<file path="src/rtl/int_pkg.sv">
// Shared definitions for the integer op dispatch stage: op encoding,
// default widths and the default-width view of a queued request.
package int_pkg;

  localparam int WIDTH_DEF = 32;
  localparam int TAG_W_DEF = 4;
  localparam int DEPTH_DEF = 4;

  localparam logic OP_ADD = 1'b0;
  localparam logic OP_SUB = 1'b1;

  typedef struct packed {
    logic                 op;
    logic [WIDTH_DEF-1:0] a;
    logic [WIDTH_DEF-1:0] b;
    logic [TAG_W_DEF-1:0] tag;
  } fifo_entry_t;

endpackage

</file>
<file path="src/rtl/chunked_add.sv">
// Combinational adder split into two halves; the low-half carry ripples into the high half.
module chunked_add #(
  parameter int WIDTH = 32
) (
  input  logic [WIDTH-1:0] a,
  input  logic [WIDTH-1:0] b,
  output logic [WIDTH-1:0] sum
);

  localparam int H = WIDTH / 2;

  logic [H:0]   lo;
  logic [H-1:0] hi;

  assign lo  = {1'b0, a[H-1:0]} + {1'b0, b[H-1:0]};
  assign hi  = a[WIDTH-1:H] + b[WIDTH-1:H] + H'(lo[H]);
  assign sum = {hi, lo[H-1:0]};

endmodule

</file>
<file path="src/rtl/chunked_sub.sv">
// Combinational subtractor split into two halves; the low-half borrow ripples into the high half.
module chunked_sub #(
  parameter int WIDTH = 32
) (
  input  logic [WIDTH-1:0] a,
  input  logic [WIDTH-1:0] b,
  output logic [WIDTH-1:0] diff
);

  localparam int H = WIDTH / 2;

  logic [H:0]   lo;
  logic [H-1:0] hi;

  assign lo   = {1'b0, a[H-1:0]} - {1'b0, b[H-1:0]};
  assign hi   = a[WIDTH-1:H] - b[WIDTH-1:H] - H'(lo[H]);
  assign diff = {hi, lo[H-1:0]};

endmodule

</file>
<file path="src/rtl/sync_fifo.sv">
// In-order FIFO with registered entry count; push when full and pop when empty are ignored.
module sync_fifo #(
  parameter int WIDTH = 8,
  parameter int DEPTH = 4
) (
  input  logic                     clk,
  input  logic                     reset,
  input  logic                     push,
  input  logic                     pop,
  input  logic [WIDTH-1:0]         wdata,
  output logic [WIDTH-1:0]         rdata,
  output logic                     full,
  output logic                     empty,
  output logic [$clog2(DEPTH):0]   count
);

  localparam int PTR_W = $clog2(DEPTH);
  localparam int CNT_W = PTR_W + 1;

  logic [WIDTH-1:0] mem [DEPTH];
  logic [PTR_W-1:0] wr_ptr;
  logic [PTR_W-1:0] rd_ptr;
  logic             do_push;
  logic             do_pop;

  assign full    = (count == CNT_W'(DEPTH));
  assign empty   = (count == '0);
  assign do_push = push && !full;
  assign do_pop  = pop && !empty;
  assign rdata   = mem[rd_ptr];

  // Power-of-two depth lets the pointers wrap by plain overflow.
  always_ff @(posedge clk) begin
    if (reset) begin
      wr_ptr <= '0;
      rd_ptr <= '0;
      count  <= '0;
    end else begin
      if (do_push) wr_ptr <= wr_ptr + PTR_W'(1);
      if (do_pop)  rd_ptr <= rd_ptr + PTR_W'(1);
      case ({do_push, do_pop})
        2'b10:   count <= count + CNT_W'(1);
        2'b01:   count <= count - CNT_W'(1);
        default: count <= count;
      endcase
    end
  end

  always_ff @(posedge clk) begin
    if (do_push) mem[wr_ptr] <= wdata;
  end

endmodule

</file>
<file path="src/rtl/int_op_dispatch.sv">
// Queues add/sub requests, evaluates the head through the chunked units and
// registers result, carry/borrow flag and tag into a valid/ready output stage.
module int_op_dispatch
  import int_pkg::*;
#(
  parameter int WIDTH = WIDTH_DEF,
  parameter int DEPTH = DEPTH_DEF,
  parameter int TAG_W = TAG_W_DEF
) (
  input  logic                     clk,
  input  logic                     reset,
  input  logic                     in_valid,
  output logic                     in_ready,
  input  logic                     in_op,
  input  logic [WIDTH-1:0]         in_a,
  input  logic [WIDTH-1:0]         in_b,
  input  logic [TAG_W-1:0]         in_tag,
  output logic                     out_valid,
  input  logic                     out_ready,
  output logic [WIDTH-1:0]         out_result,
  output logic                     out_flag,
  output logic [TAG_W-1:0]         out_tag,
  output logic [$clog2(DEPTH):0]   occupancy
);

  // Same layout as int_pkg::fifo_entry_t, sized by this instance's parameters.
  typedef struct packed {
    logic             op;
    logic [WIDTH-1:0] a;
    logic [WIDTH-1:0] b;
    logic [TAG_W-1:0] tag;
  } entry_t;

  entry_t           wr_entry;
  entry_t           head;
  logic             push;
  logic             load;
  logic             full;
  logic             empty;
  logic [WIDTH-1:0] add_sum;
  logic [WIDTH-1:0] sub_diff;
  logic [WIDTH:0]   add_ext;
  logic [WIDTH:0]   sub_ext;
  logic [WIDTH-1:0] head_result;
  logic             head_flag;
  logic             ext_unused;

  assign wr_entry = {in_op, in_a, in_b, in_tag};
  assign in_ready = !full;
  assign push     = in_valid && in_ready;
  assign load     = !empty && (!out_valid || out_ready);

  sync_fifo #(
    .WIDTH ($bits(entry_t)),
    .DEPTH (DEPTH)
  ) u_fifo (
    .clk   (clk),
    .reset (reset),
    .push  (push),
    .pop   (load),
    .wdata (wr_entry),
    .rdata (head),
    .full  (full),
    .empty (empty),
    .count (occupancy)
  );

  chunked_add #(.WIDTH(WIDTH)) u_add (
    .a   (head.a),
    .b   (head.b),
    .sum (add_sum)
  );

  chunked_sub #(.WIDTH(WIDTH)) u_sub (
    .a    (head.a),
    .b    (head.b),
    .diff (sub_diff)
  );

  // The chunked units expose no carry/borrow, so the flag comes from a widened op here.
  assign add_ext    = {1'b0, head.a} + {1'b0, head.b};
  assign sub_ext    = {1'b0, head.a} - {1'b0, head.b};
  assign ext_unused = ^{add_ext[WIDTH-1:0], sub_ext[WIDTH-1:0]};

  assign head_result = (head.op == OP_SUB) ? sub_diff       : add_sum;
  assign head_flag   = (head.op == OP_SUB) ? sub_ext[WIDTH] : add_ext[WIDTH];

  always_ff @(posedge clk) begin
    if (reset) begin
      out_valid  <= 1'b0;
      out_result <= '0;
      out_flag   <= 1'b0;
      out_tag    <= '0;
    end else if (load) begin
      out_valid  <= 1'b1;
      out_result <= head_result;
      out_flag   <= head_flag;
      out_tag    <= head.tag;
    end else if (out_ready) begin
      out_valid  <= 1'b0;
    end
  end

endmodule

</file>
<file path="config.mk">
export PLATFORM = sky130hd
export DESIGN_NAME = int_op_dispatch
export DESIGN_NICKNAME = d
export VERILOG_FILES = /design/src/rtl/int_pkg.sv /design/src/rtl/chunked_add.sv /design/src/rtl/chunked_sub.sv /design/src/rtl/sync_fifo.sv /design/src/rtl/int_op_dispatch.sv
export SDC_FILE = /design/constraint.sdc
export NUM_CORES = 1
export LEC_CHECK = 0
export CAP_MARGIN = 20
export CORE_MARGIN = 10
export CORE_UTILIZATION = 45
export CTS_CLUSTER_SIZE = 30
export DETAILED_ROUTE_END_ITERATION = 7
export GPL_ROUTABILITY_DRIVEN = 0
export GPL_TIMING_DRIVEN = 0
export SYNTH_ARGS = -nofsm -noshare
export SYNTH_HDL_FRONTEND = slang
export SYNTH_SLANG_ARGS = --single-unit
</file>
<file path="constraint.sdc">
create_clock -name clk -period 11.25 [get_ports clk]
set_input_delay 1.6875 -clock clk [delete_from_list [all_inputs] [get_ports clk]]
set_output_delay 1.6875 -clock clk [all_outputs]
set_load 0.05 [all_outputs]
</file>
==> results_dict.tcl <==
set metrics [dict create \
    die_y_um 210.5 \
    gr-total-overflow 0 \
    min_from "out_tag[3]" \
    vias_per_cell 5.584 \
    hold_end "out_tag[3]" \
    avgSynthCellArea_um2 13.52 \
    grt_max_degree 38 \
    worstSetupStartpointType "flop" \
    diodes 0 \
    drive_gt1_frac 0.1188 \
    ys_ff_latch 323 \
    synth_edf_count 276 \
    slowest_delay_ns 0.87 \
    portBuffers 113 \
    ys_async_sr_fraction 0 \
    synthTopCellsByArea "edfxtp_1 51%, mux4_2 9.0%, ha_1 8.3%" \
    synth_top_area_cell "edfxtp_1" \
    crit_type "flop to flop" \
    hold_viol 0 \
    slowest_stage "buf_1" \
    wl_mm 41.07 \
    grt.total_usage 0.1844 \
    setup_viol_count_final 0 \
    drt_first_pass_iters 6 \
    cts-root-buf "clkbuf_16" \
    ys_types 76 \
    outcome "complete, no violations" \
    htreeDepth 2 \
    yosysSeqAreaShare 0.5649 \
    powerDensity_nw_per_um2 321.5 \
    cts_tree "yes" \
    tns_ns 0 \
    core_um2 35660 \
    tightest_slew_ns 1.122 \
    drv_cap 0 \
    wl_per_cell_um 22.20 \
    postCtsResizedCells 0 \
    dieArea_um2 44330 \
    path_buf_inv 7 \
    fin_total_pwr_w 0.006213 \
    n_fill_cell 3000 \
    grt_pass1_vias 10610 \
    clk_pin_slew_ns 0.07 \
    clockBufferDepth 3 \
    drc_errors 0 \
    path_max_fanout 10 \
    irDropWorstVdd_v 0.0001597 \
    syn_nets 1397 \
    clock_latency_ns 0.53 \
    end_kind "flop" \
    yosysTopAreaCellShare 0.5073 \
    cp.required_ns 11.62 \
    cts_sinks 323 \
    rsz0062_at_grt "false" \
    fin_crit_sh 0.7717 \
    fin_crit_ns 8.682 \
    yosysWarnings 0 \
    hold_buffers 0 \
    nNetsFinal 1552 \
    crit_family "compound AO/OA/AOI/OAI gates" \
    slew_viol_final 0 \
    dpl-instance-area_um2 18160 \
    hp-class "flop to flop" \
    synthTopCellsByCount "276 x edfxtp_1, 109 x ha_1, 91 x inv_1" \
    arrival_ns 9.06 \
    num_vias 10330 \
    grt_pass1_wl_mm 62.91 \
    antenna_found_initial 0 \
    rows 69 \
    syn_area_um2 16340 \
    min_delay_path_depth 2 \
    ant_nets 0 \
    dp_hpwl_mm 30.29 \
    max-slew-margin-rel 0.2517 \
    synthCells 1208 \
    cts_setup_buffers 0 \
    synthFlopType "edfxtp_1" \
    die_x_um 210.5 \
    r2r_cells 28 \
    finish.instance_area_um2 19320 \
    start_util 0.4582 \
    synth_most_common_cell "edfxtp_1" \
    ioPinCount 115 \
    cts_buffers 36 \
    syn2layout_area_growth_pct 18.27 \
    drtIter0Drc 801 \
    r2r_setup_slack_ns 2.57 \
    r2r-end "out_result[29]" \
    power_leakage_nw 6.928 \
    finClkSkew_ns 0.02592 \
    timing.fmax_ghz 0.1152 \
]
[state kept, by name, summed over array words and instances (netlist names), named ones only]
name	flops
u_fifo.rd_ptr	2
u_fifo.mem	276
out_valid	1
out_flag	1
u_fifo.count	3
out_tag	4
u_fifo.wr_ptr	2
out_result	32
[kinds of logic (layout without fill, tap and decap cells)]
group                      count (synthesis)  in the layout  synth area share
DFF                                      323            323            0.5649
and+or+nand+nor                          261            261           0.08088
AOI/OAI and AO/OA                        228            228           0.09336
buffers and inverters                    135            316           0.03316
adders and majority gates                116            116           0.09206
muxes                                     75             75           0.09811
xor gates and xnor gates                  70             70           0.03753
[routing by layer]
layer,share of wire,routed length [um],global-route usage
met3,0.047,1915,0.03145
met1,0.46,18800,0.2499
met2,0.48,19680,0.3038
met5,0,0,0
met4,0.016,673,0.04396
[worst max-delay path by stage]
| stage | to | depth (start not counted) |
|---|---|---|
| after floorplan | out_result[29] | 28 |
| after global placement | out_result[29] | 28 |
| after detailed placement | out_result[29] | 28 |
| after CTS | out_result[29] | 28 |
| after global routing | out_result[29] | 28 |
| final | out_result[29] | 28 |
[area by class of cell]
cell class	count	area [um2]	area share
timing repair buffer	117	1226	0.06346
tap	461	576.8	0.02985
buffer	43	196.4	0.01017
clock buffer	46	1010	0.05226
multi-input combinational	750	6586	0.3409
clock inverter	18	151.4	0.007836
inverter	92	345.3	0.01787
sequential	323	9229	0.4777
[stage by stage]
step           setup slack [ns]  utilization  std cells  hold slack (ns)
4_1_cts                   2.514       0.5419       1850           0.4591
2_1_floorplan             4.785            -       1208           0.4692
5_1_grt                   1.852       0.5419       1850           0.4842
3_5_place_dp              2.558       0.5093       1786           0.4505
3_3_place_gp              2.563       0.5061       1782           0.4452
6_report                  2.568       0.5419       1850           0.4585
[power by group]
| group | switching (W) | leakage, nW | total [W] | internal, W |
|---|---|---|---|---|
| clock | 0.000458 | 0.582 | 0.00114 | 0.000682 |
| combinational | 0.00214 | 3.43 | 0.00353 | 0.00140 |
| sequential | 0.0000613 | 2.92 | 0.00154 | 0.00148 |
[worst min-delay path, stage by stage (launching register included)]
cell     delay (ns)
dfxtp_1        0.31
nand2_1        0.05
a21oi_1        0.05
[cell usage in the layout (no fill, tap or decap), types with 17 or more instances in the layout]
cell type,instances
a211oi_1,17
a21o_1,17
a21oi_1,68
clkbuf_1,25
clkbuf_16,37
clkdlybuf4s50_1,113
dfxtp_1,47
edfxtp_1,276
ha_1,109
inv_1,91
mux4_2,65
nand2_1,51
nand2b_1,17
nor2_1,81
nor3_1,31
o21ai_0,36
xnor2_1,56
(Power assumes the default switching activity.)
